$ cat config.mk
export PLATFORM = sky130hd
export DESIGN_NAME = isp_ccm_v2
export DESIGN_NICKNAME = d
export VERILOG_FILES = /design/src/rtl/isp_ccm_v2.sv
export SDC_FILE = /design/constraint.sdc
export NUM_CORES = 2
export LEC_CHECK = 0
export CELL_PAD_IN_SITES_DETAIL_PLACEMENT = 0
export CELL_PAD_IN_SITES_GLOBAL_PLACEMENT = 1
export CORE_MARGIN = 1.5
export CORE_UTILIZATION = 35
export CTS_BUF_LIST = sky130_fd_sc_hd__clkbuf_16
export DETAILED_ROUTE_END_ITERATION = 16
export PLACE_DENSITY = 0.58
export SLEW_MARGIN = 40
export SYNTH_ARGS = -nofsm -noshare
export SYNTH_HDL_FRONTEND = slang
export SYNTH_SLANG_ARGS = --single-unit
$ cat constraint.sdc
create_clock -name pclk -period 43.4 [get_ports pclk]
set_input_delay 10.85 -clock pclk [delete_from_list [all_inputs] [get_ports pclk]]
set_output_delay 10.85 -clock pclk [all_outputs]
set_load 0.03 [all_outputs]
$ cat src/rtl/isp_ccm_v2.sv
// isp_ccm_v2: 3x3 signed fixed-point colour correction, 4-cycle latency, frame-aligned config swap.
// Optional per-frame clipped-pixel counter on clip_cnt, enabled by defining ISP_CCM_CLIP_CNT_EN.
module isp_ccm_v2_lane #(
  parameter int BITS      = 8,
  parameter int COEF_W    = 16,
  parameter int COEF_FRAC = 10
) (
  input  logic                   pclk,
  input  logic                   rst,
  input  logic [2:0][BITS:0]     pix_s1,
  input  logic [2:0][COEF_W-1:0] coef_s1,
  input  logic [BITS-1:0]        byp_pix_s1,
  input  logic                   byp_s3,
  output logic [BITS-1:0]        pix_s4,
  output logic                   clip_s4
);
  localparam int PW = BITS + 1 + COEF_W;
  localparam int SW = PW + 2;
  localparam logic signed [SW-1:0] RND  = SW'(1) <<< (COEF_FRAC - 1);
  localparam logic signed [SW-1:0] PMAX = (SW'(1) <<< BITS) - SW'(1);

  function automatic logic [PW-1:0] smul(input logic [BITS:0] p, input logic [COEF_W-1:0] c);
    logic signed [PW-1:0] a, b;
    a = PW'($signed(p));
    b = PW'($signed(c));
    return a * b;
  endfunction

  logic [2:0][PW-1:0]    prod_d, prod_q;
  logic signed [SW-1:0]  sum_w, shr_d, shr_q;
  logic [BITS-1:0]       byp_pix_s2_d, byp_pix_s2_q, byp_pix_s3_d, byp_pix_s3_q;
  logic [BITS-1:0]       pix_s4_d, pix_s4_q;
  logic                  clip_s4_d, clip_s4_q;

  always_comb begin
    for (int j = 0; j < 3; j++) prod_d[j] = smul(pix_s1[j], coef_s1[j]);
    byp_pix_s2_d = byp_pix_s1;
    byp_pix_s3_d = byp_pix_s2_q;
    // sum + half LSB then floor shift gives round-half-up
    sum_w = SW'($signed(prod_q[0])) + SW'($signed(prod_q[1])) + SW'($signed(prod_q[2])) + RND;
    shr_d = sum_w >>> COEF_FRAC;
    pix_s4_d  = shr_q[BITS-1:0];
    clip_s4_d = 1'b0;
    if (byp_s3) begin
      pix_s4_d = byp_pix_s3_q;
    end else if (shr_q < 0) begin
      pix_s4_d  = '0;
      clip_s4_d = 1'b1;
    end else if (shr_q > PMAX) begin
      pix_s4_d  = '1;
      clip_s4_d = 1'b1;
    end
  end

  always_ff @(posedge pclk or posedge rst) begin
    if (rst) begin
      prod_q       <= '0;
      shr_q        <= '0;
      byp_pix_s2_q <= '0;
      byp_pix_s3_q <= '0;
      pix_s4_q     <= '0;
      clip_s4_q    <= 1'b0;
    end else begin
      prod_q       <= prod_d;
      shr_q        <= shr_d;
      byp_pix_s2_q <= byp_pix_s2_d;
      byp_pix_s3_q <= byp_pix_s3_d;
      pix_s4_q     <= pix_s4_d;
      clip_s4_q    <= clip_s4_d;
    end
  end

  assign pix_s4  = pix_s4_q;
  assign clip_s4 = clip_s4_q;
endmodule

module isp_ccm_v2 #(
  parameter int BITS      = 8,
  parameter int COEF_W    = 16,
  parameter int COEF_FRAC = 10,
  parameter int CNT_W     = 24
) (
  input  logic                  pclk,
  input  logic                  rst,
  input  logic [9*COEF_W-1:0]   cfg_coef,
  input  logic                  cfg_bypass,
  input  logic                  cfg_commit,
  output logic                  cfg_pending,
  output logic                  cfg_applied,
  input  logic                  in_href,
  input  logic                  in_vsync,
  input  logic [BITS-1:0]       in_r,
  input  logic [BITS-1:0]       in_g,
  input  logic [BITS-1:0]       in_b,
  output logic                  out_href,
  output logic                  out_vsync,
  output logic [BITS-1:0]       out_r,
  output logic [BITS-1:0]       out_g,
  output logic [BITS-1:0]       out_b,
  output logic [CNT_W-1:0]      clip_cnt
);
  localparam int STAGES = 4;
  localparam logic [COEF_W-1:0]   ONE   = COEF_W'(1) << COEF_FRAC;
  localparam logic [COEF_W-1:0]   ZRO   = '0;
  localparam logic [9*COEF_W-1:0] IDENT = {ONE, {3{ZRO}}, ONE, {3{ZRO}}, ONE};

  logic [8:0][COEF_W-1:0] shd_coef_d, shd_coef_q, act_coef_d, act_coef_q, coef_s1_d, coef_s1_q;
  logic                   shd_byp_d, shd_byp_q, act_byp_d, act_byp_q;
  logic                   pend_d, pend_q, appl_d, appl_q, vs_d, vs_q, fs;
  logic [STAGES:1]        vld_pipe_d, vld_pipe_q, vs_pipe_d, vs_pipe_q;
  logic [2:0][BITS:0]     pix_s1_d, pix_s1_q;
  logic                   byp_s1_d, byp_s1_q, byp_s2_d, byp_s2_q, byp_s3_d, byp_s3_q;
  logic [2:0][BITS-1:0]   lane_pix;
  logic [2:0]             lane_clip;

  assign fs = in_vsync & ~vs_q;

  // A commit landing on the frame-start cycle bypasses the shadow and goes live directly.
  always_comb begin
    shd_coef_d = shd_coef_q;
    shd_byp_d  = shd_byp_q;
    act_coef_d = act_coef_q;
    act_byp_d  = act_byp_q;
    pend_d     = pend_q;
    appl_d     = 1'b0;
    if (cfg_commit) begin
      shd_coef_d = cfg_coef;
      shd_byp_d  = cfg_bypass;
    end
    if (cfg_commit && fs) begin
      act_coef_d = cfg_coef;
      act_byp_d  = cfg_bypass;
      pend_d     = 1'b0;
      appl_d     = 1'b1;
    end else if (cfg_commit) begin
      pend_d = 1'b1;
    end else if (fs && pend_q) begin
      act_coef_d = shd_coef_q;
      act_byp_d  = shd_byp_q;
      pend_d     = 1'b0;
      appl_d     = 1'b1;
    end
  end

  // S1 latches the next-active matrix so the fs-cycle pixel already sees the new one.
  always_comb begin
    vs_d       = in_vsync;
    vld_pipe_d = {vld_pipe_q[STAGES-1:1], in_href};
    vs_pipe_d  = {vs_pipe_q[STAGES-1:1], in_vsync};
    pix_s1_d   = {{1'b0, in_b}, {1'b0, in_g}, {1'b0, in_r}};
    coef_s1_d  = act_coef_d;
    byp_s1_d   = act_byp_d;
    byp_s2_d   = byp_s1_q;
    byp_s3_d   = byp_s2_q;
  end

  always_ff @(posedge pclk or posedge rst) begin
    if (rst) begin
      shd_coef_q <= IDENT;
      shd_byp_q  <= 1'b0;
      act_coef_q <= IDENT;
      act_byp_q  <= 1'b0;
      pend_q     <= 1'b0;
      appl_q     <= 1'b0;
      vs_q       <= 1'b0;
      vld_pipe_q <= '0;
      vs_pipe_q  <= '0;
      pix_s1_q   <= '0;
      coef_s1_q  <= '0;
      byp_s1_q   <= 1'b0;
      byp_s2_q   <= 1'b0;
      byp_s3_q   <= 1'b0;
    end else begin
      shd_coef_q <= shd_coef_d;
      shd_byp_q  <= shd_byp_d;
      act_coef_q <= act_coef_d;
      act_byp_q  <= act_byp_d;
      pend_q     <= pend_d;
      appl_q     <= appl_d;
      vs_q       <= vs_d;
      vld_pipe_q <= vld_pipe_d;
      vs_pipe_q  <= vs_pipe_d;
      pix_s1_q   <= pix_s1_d;
      coef_s1_q  <= coef_s1_d;
      byp_s1_q   <= byp_s1_d;
      byp_s2_q   <= byp_s2_d;
      byp_s3_q   <= byp_s3_d;
    end
  end

  for (genvar i = 0; i < 3; i++) begin : g_lane
    isp_ccm_v2_lane #(.BITS(BITS), .COEF_W(COEF_W), .COEF_FRAC(COEF_FRAC)) u_lane (
      .pclk       (pclk),
      .rst        (rst),
      .pix_s1     (pix_s1_q),
      .coef_s1    (coef_s1_q[3*i +: 3]),
      .byp_pix_s1 (pix_s1_q[i][BITS-1:0]),
      .byp_s3     (byp_s3_q),
      .pix_s4     (lane_pix[i]),
      .clip_s4    (lane_clip[i])
    );
  end

  assign cfg_pending = pend_q;
  assign cfg_applied = appl_q;
  assign out_href    = vld_pipe_q[STAGES];
  assign out_vsync   = vs_pipe_q[STAGES];
  assign out_r       = out_href ? lane_pix[0] : '0;
  assign out_g       = out_href ? lane_pix[1] : '0;
  assign out_b       = out_href ? lane_pix[2] : '0;

`ifdef ISP_CCM_CLIP_CNT_EN
  logic [CNT_W-1:0] cnt_d, cnt_q, clip_cnt_d, clip_cnt_q;
  logic             ovs_d, ovs_q, hit, ovs_rise;

  // A clipped pixel coinciding with the out_vsync rise belongs to the new frame.
  always_comb begin
    hit        = out_href & (|lane_clip);
    ovs_rise   = out_vsync & ~ovs_q;
    ovs_d      = out_vsync;
    cnt_d      = cnt_q;
    clip_cnt_d = clip_cnt_q;
    if (ovs_rise) begin
      clip_cnt_d = cnt_q;
      cnt_d      = CNT_W'(hit);
    end else if (hit && (cnt_q != '1)) begin
      cnt_d = cnt_q + CNT_W'(1);
    end
  end

  always_ff @(posedge pclk or posedge rst) begin
    if (rst) begin
      cnt_q      <= '0;
      clip_cnt_q <= '0;
      ovs_q      <= 1'b0;
    end else begin
      cnt_q      <= cnt_d;
      clip_cnt_q <= clip_cnt_d;
      ovs_q      <= ovs_d;
    end
  end

  assign clip_cnt = clip_cnt_q;
`else
  logic unused_clip;
  assign unused_clip = |lane_clip;
  assign clip_cnt    = '0;
`endif
endmodule

==> results.toml <==
[sta]
grt_setup_unrepaired = "no"
tns_ns = 0
fin_crit_ns = 14.23
finalHoldViolCount = 0
fin_skew_ns = 0.0415
finalSetupViolCount = 0
worstMarginPinSlew_ns = 0.901
finalCritPeriodShare_pct = 32.8
slew_headroom_pct = 39.5
fmax_mhz = 70.3
slew_violations = 0

[min_path]
whs_path_depth = 0
hold_end = "vs_pipe_q[3]"
hold_path.class = "flip-flop to flip-flop"
hold_start = "vs_pipe_q[2]"

[worst_setup_path]
r2r_slack_ns = 37.10
arrival_ns = 15.00
r2r_start = "pix_s1_q[18]"
cpLargestDelayFamily = "buffers and inverters"
cp-startpoint = "rst"
cp_max_fo = 111
critPathRequiredTime_ns = 44.18
cp-start-kind = "input port"
r2r.worst_path.cells = 17
crit_path_top_delay_cell = "buf_4"
worstSetupPathType = "input port to async pin"
critPathBufInv = 7
critPathMaxStageDelay_ns = 0.67
r2r_end = "g_lane[0].u_lane.prod_q[71]"
critical_path.cell_chain = "clkdlybuf4s50_1, clkinv_8, buf_6, buf_4, buf_6, buf_6, buf_4"
cp-end-kind = "async pin"
crit_top_cell = "buf_6"

[cells_and_area]
multiInputGateArea_um2 = 45800
register_area_um2 = 17000
layout-drive-gt1-share_pct = 5.48
syn_to_final_growth_pct = 10.6
fillers = 19700
layout.nets = 8898

[clock_network]
cts.path.max_buffers = 3
cts-root-buf = "clkbuf_16"
cts_setup_buffers = 0
clock_latency_ns = 0.74
ctsHoldBuffers = 0
cts_tree = "built"
clkTransAtPathRegs_ns = 0.07
cts_inserted_buffers = 89
clock_sinks = 677
cts_resized = 0
cts.htree.levels = 3

[global_routing]
grt_start_max_net_pins = 112
grt_use_total_pct = 19.7
grt_overflow = 0
antenna_found_initial = 11
grt_pass1_vias = 50700
grt_pass1_wl_um = 305000

[floorplanning]
row_count = 163
start_util_pct = 35.2
core_um2 = 197000
die_y_um = 449
die_w_um = 449
ios = 226
dieArea_um2 = 201000

[run_status]
status = "completed"

[yosys]
synth_edf_count = 0
ys_seq_elements = 677
async_flop_share_pct = 100
ys.flop_type = "dfrtp_1"
seq_area_frac_synth_pct = 24.4
synth.most_common_cell = "inv_1"
syn_avg_cell_area_um2 = 9.69
yosysWarningCount = 0
ys_types = 87
netlist_instances = 7171
synthTopCellsByArea = "fa_1, dfrtp_1, ha_1"
ys_top_cells_by_count = "inv_1, fa_1, nand2_1, dfrtp_1, and2_1"
yosys.area.top_type_share_pct = 28.5
netlist_area_um2 = 69500
synth_area_leader_cell = "fa_1"

[routing]
viasPerCell = 4.82
vias = 47500
first_pass_iters = 5
remaining_drc_errors = 0
drt_iter0_markers = 2474
postRouteAntennaNets = 0
wl_per_cell_um = 19.7
wl_um = 194000

[placement]
hpwl_um = 146000
port_buffers = 201
gp_congestion = 0.821

[flow_run]
drv_cap = 0
## registers in the layout (all words and copies together) (netlist names), 4 cells and up
register,count
vld_pipe_q,4
pix_s1_q,24
act_coef_q,6
g_lane.u_lane.shr_q,51
g_lane.u_lane.byp_pix_s3_q,24
coef_s1_q,141
g_lane.u_lane.pix_s4,24
g_lane.u_lane.byp_pix_s2_q,24
shd_coef_q,144
vs_pipe_q,4
g_lane.u_lane.prod_q,225
## worst max path at each step
stage | cells past startpoint | slack (ns) | end
global route | 7 | 28.58 | pix_s1_q[13]
global placement | 7 | 27.35 | pix_s1_q[13]
detailed placement | 7 | 27.42 | pix_s1_q[21]
CTS | 7 | 28.22 | pix_s1_q[22]
floorplan | 1 | 13.58 | act_coef_q[143]
finish | 7 | 29.17 | pix_s1_q[13]
## routing by layer
metal,GRT usage [%],wire length [um],vias up
li1,-,-,22100
met1,26.6,88600,24400
met2,33.6,95200,723
met3,2.01,6060,163
met4,4.66,4260,0
met5,0,0,-
## area by class of cell
| cell class | count | area share [%] |
|---|---|---|
| Clock inverter | 72 | 0.859 |
| Clock buffer | 91 | 2.96 |
| Timing Repair Buffer | 257 | 3.27 |
| Tap cell | 2640 | 4.30 |
| Antenna cell | 4 | 0.0130 |
| Multi-Input combinational cell | 4718 | 59.6 |
| Inverter | 1397 | 6.85 |
| Sequential cell | 677 | 22.1 |
## cell usage in the layout (no fill, tap or decap), types with 31 or more instances in the layout
master / synthesis / final
nand2_1: 710 / 708
fa_1: 990 / 990
nor2_1: 223 / 223
clkbuf_16: 0 / 91
o31ai_1: 34 / 34
inv_1: 1396 / 1414
a21oi_1: 301 / 301
nor3_1: 45 / 45
nand3_1: 31 / 31
o22ai_1: 208 / 208
mux2_2: 146 / 146
dfrtp_1: 671 / 654
clkdlybuf4s50_1: 0 / 200
buf_4: 24 / 40
xor2_1: 79 / 79
ha_1: 594 / 594
o21ai_0: 113 / 113
xnor2_1: 165 / 163
and2_1: 652 / 652
a21o_1: 88 / 88
## per-stage QoR
stage	setup slack, ns	hold slack (ns)	cells	utilization [%]	area (um^2)
3_3_place_gp	27.35	0.331	9687	37.4	73700
2_1_floorplan	13.58	0.331	7194	-	69600
4_1_cts	28.22	0.341	9851	38.9	76700
5_1_grt	28.58	0.347	9853	38.9	76800
6_report	29.17	0.335	9856	38.9	76800
3_5_place_dp	27.42	0.335	9688	37.4	73800
## cells by family (layout without fill, tap and decap cells)
kind of cell / Yosys count / count (layout) / synth area share, %
AO/OA/AOI/OAI: 948 / 948 / 8.54
XOR/XNOR: 244 / 244 / 3.08
multiplexers: 149 / 149 / 2.41
buffers and inverters: 1799 / 1817 / 9.86
AND/OR/NAND/NOR: 1769 / 1769 / 12.5
adder cells (fa/ha/maj): 1584 / 1584 / 39.2
other: 1 / 28 / 0.00540
flip-flops: 677 / 677 / 24.4
Power is not shown: default switching activity piles up to over one toggle a cycle in this logic, so the estimate is an artifact.
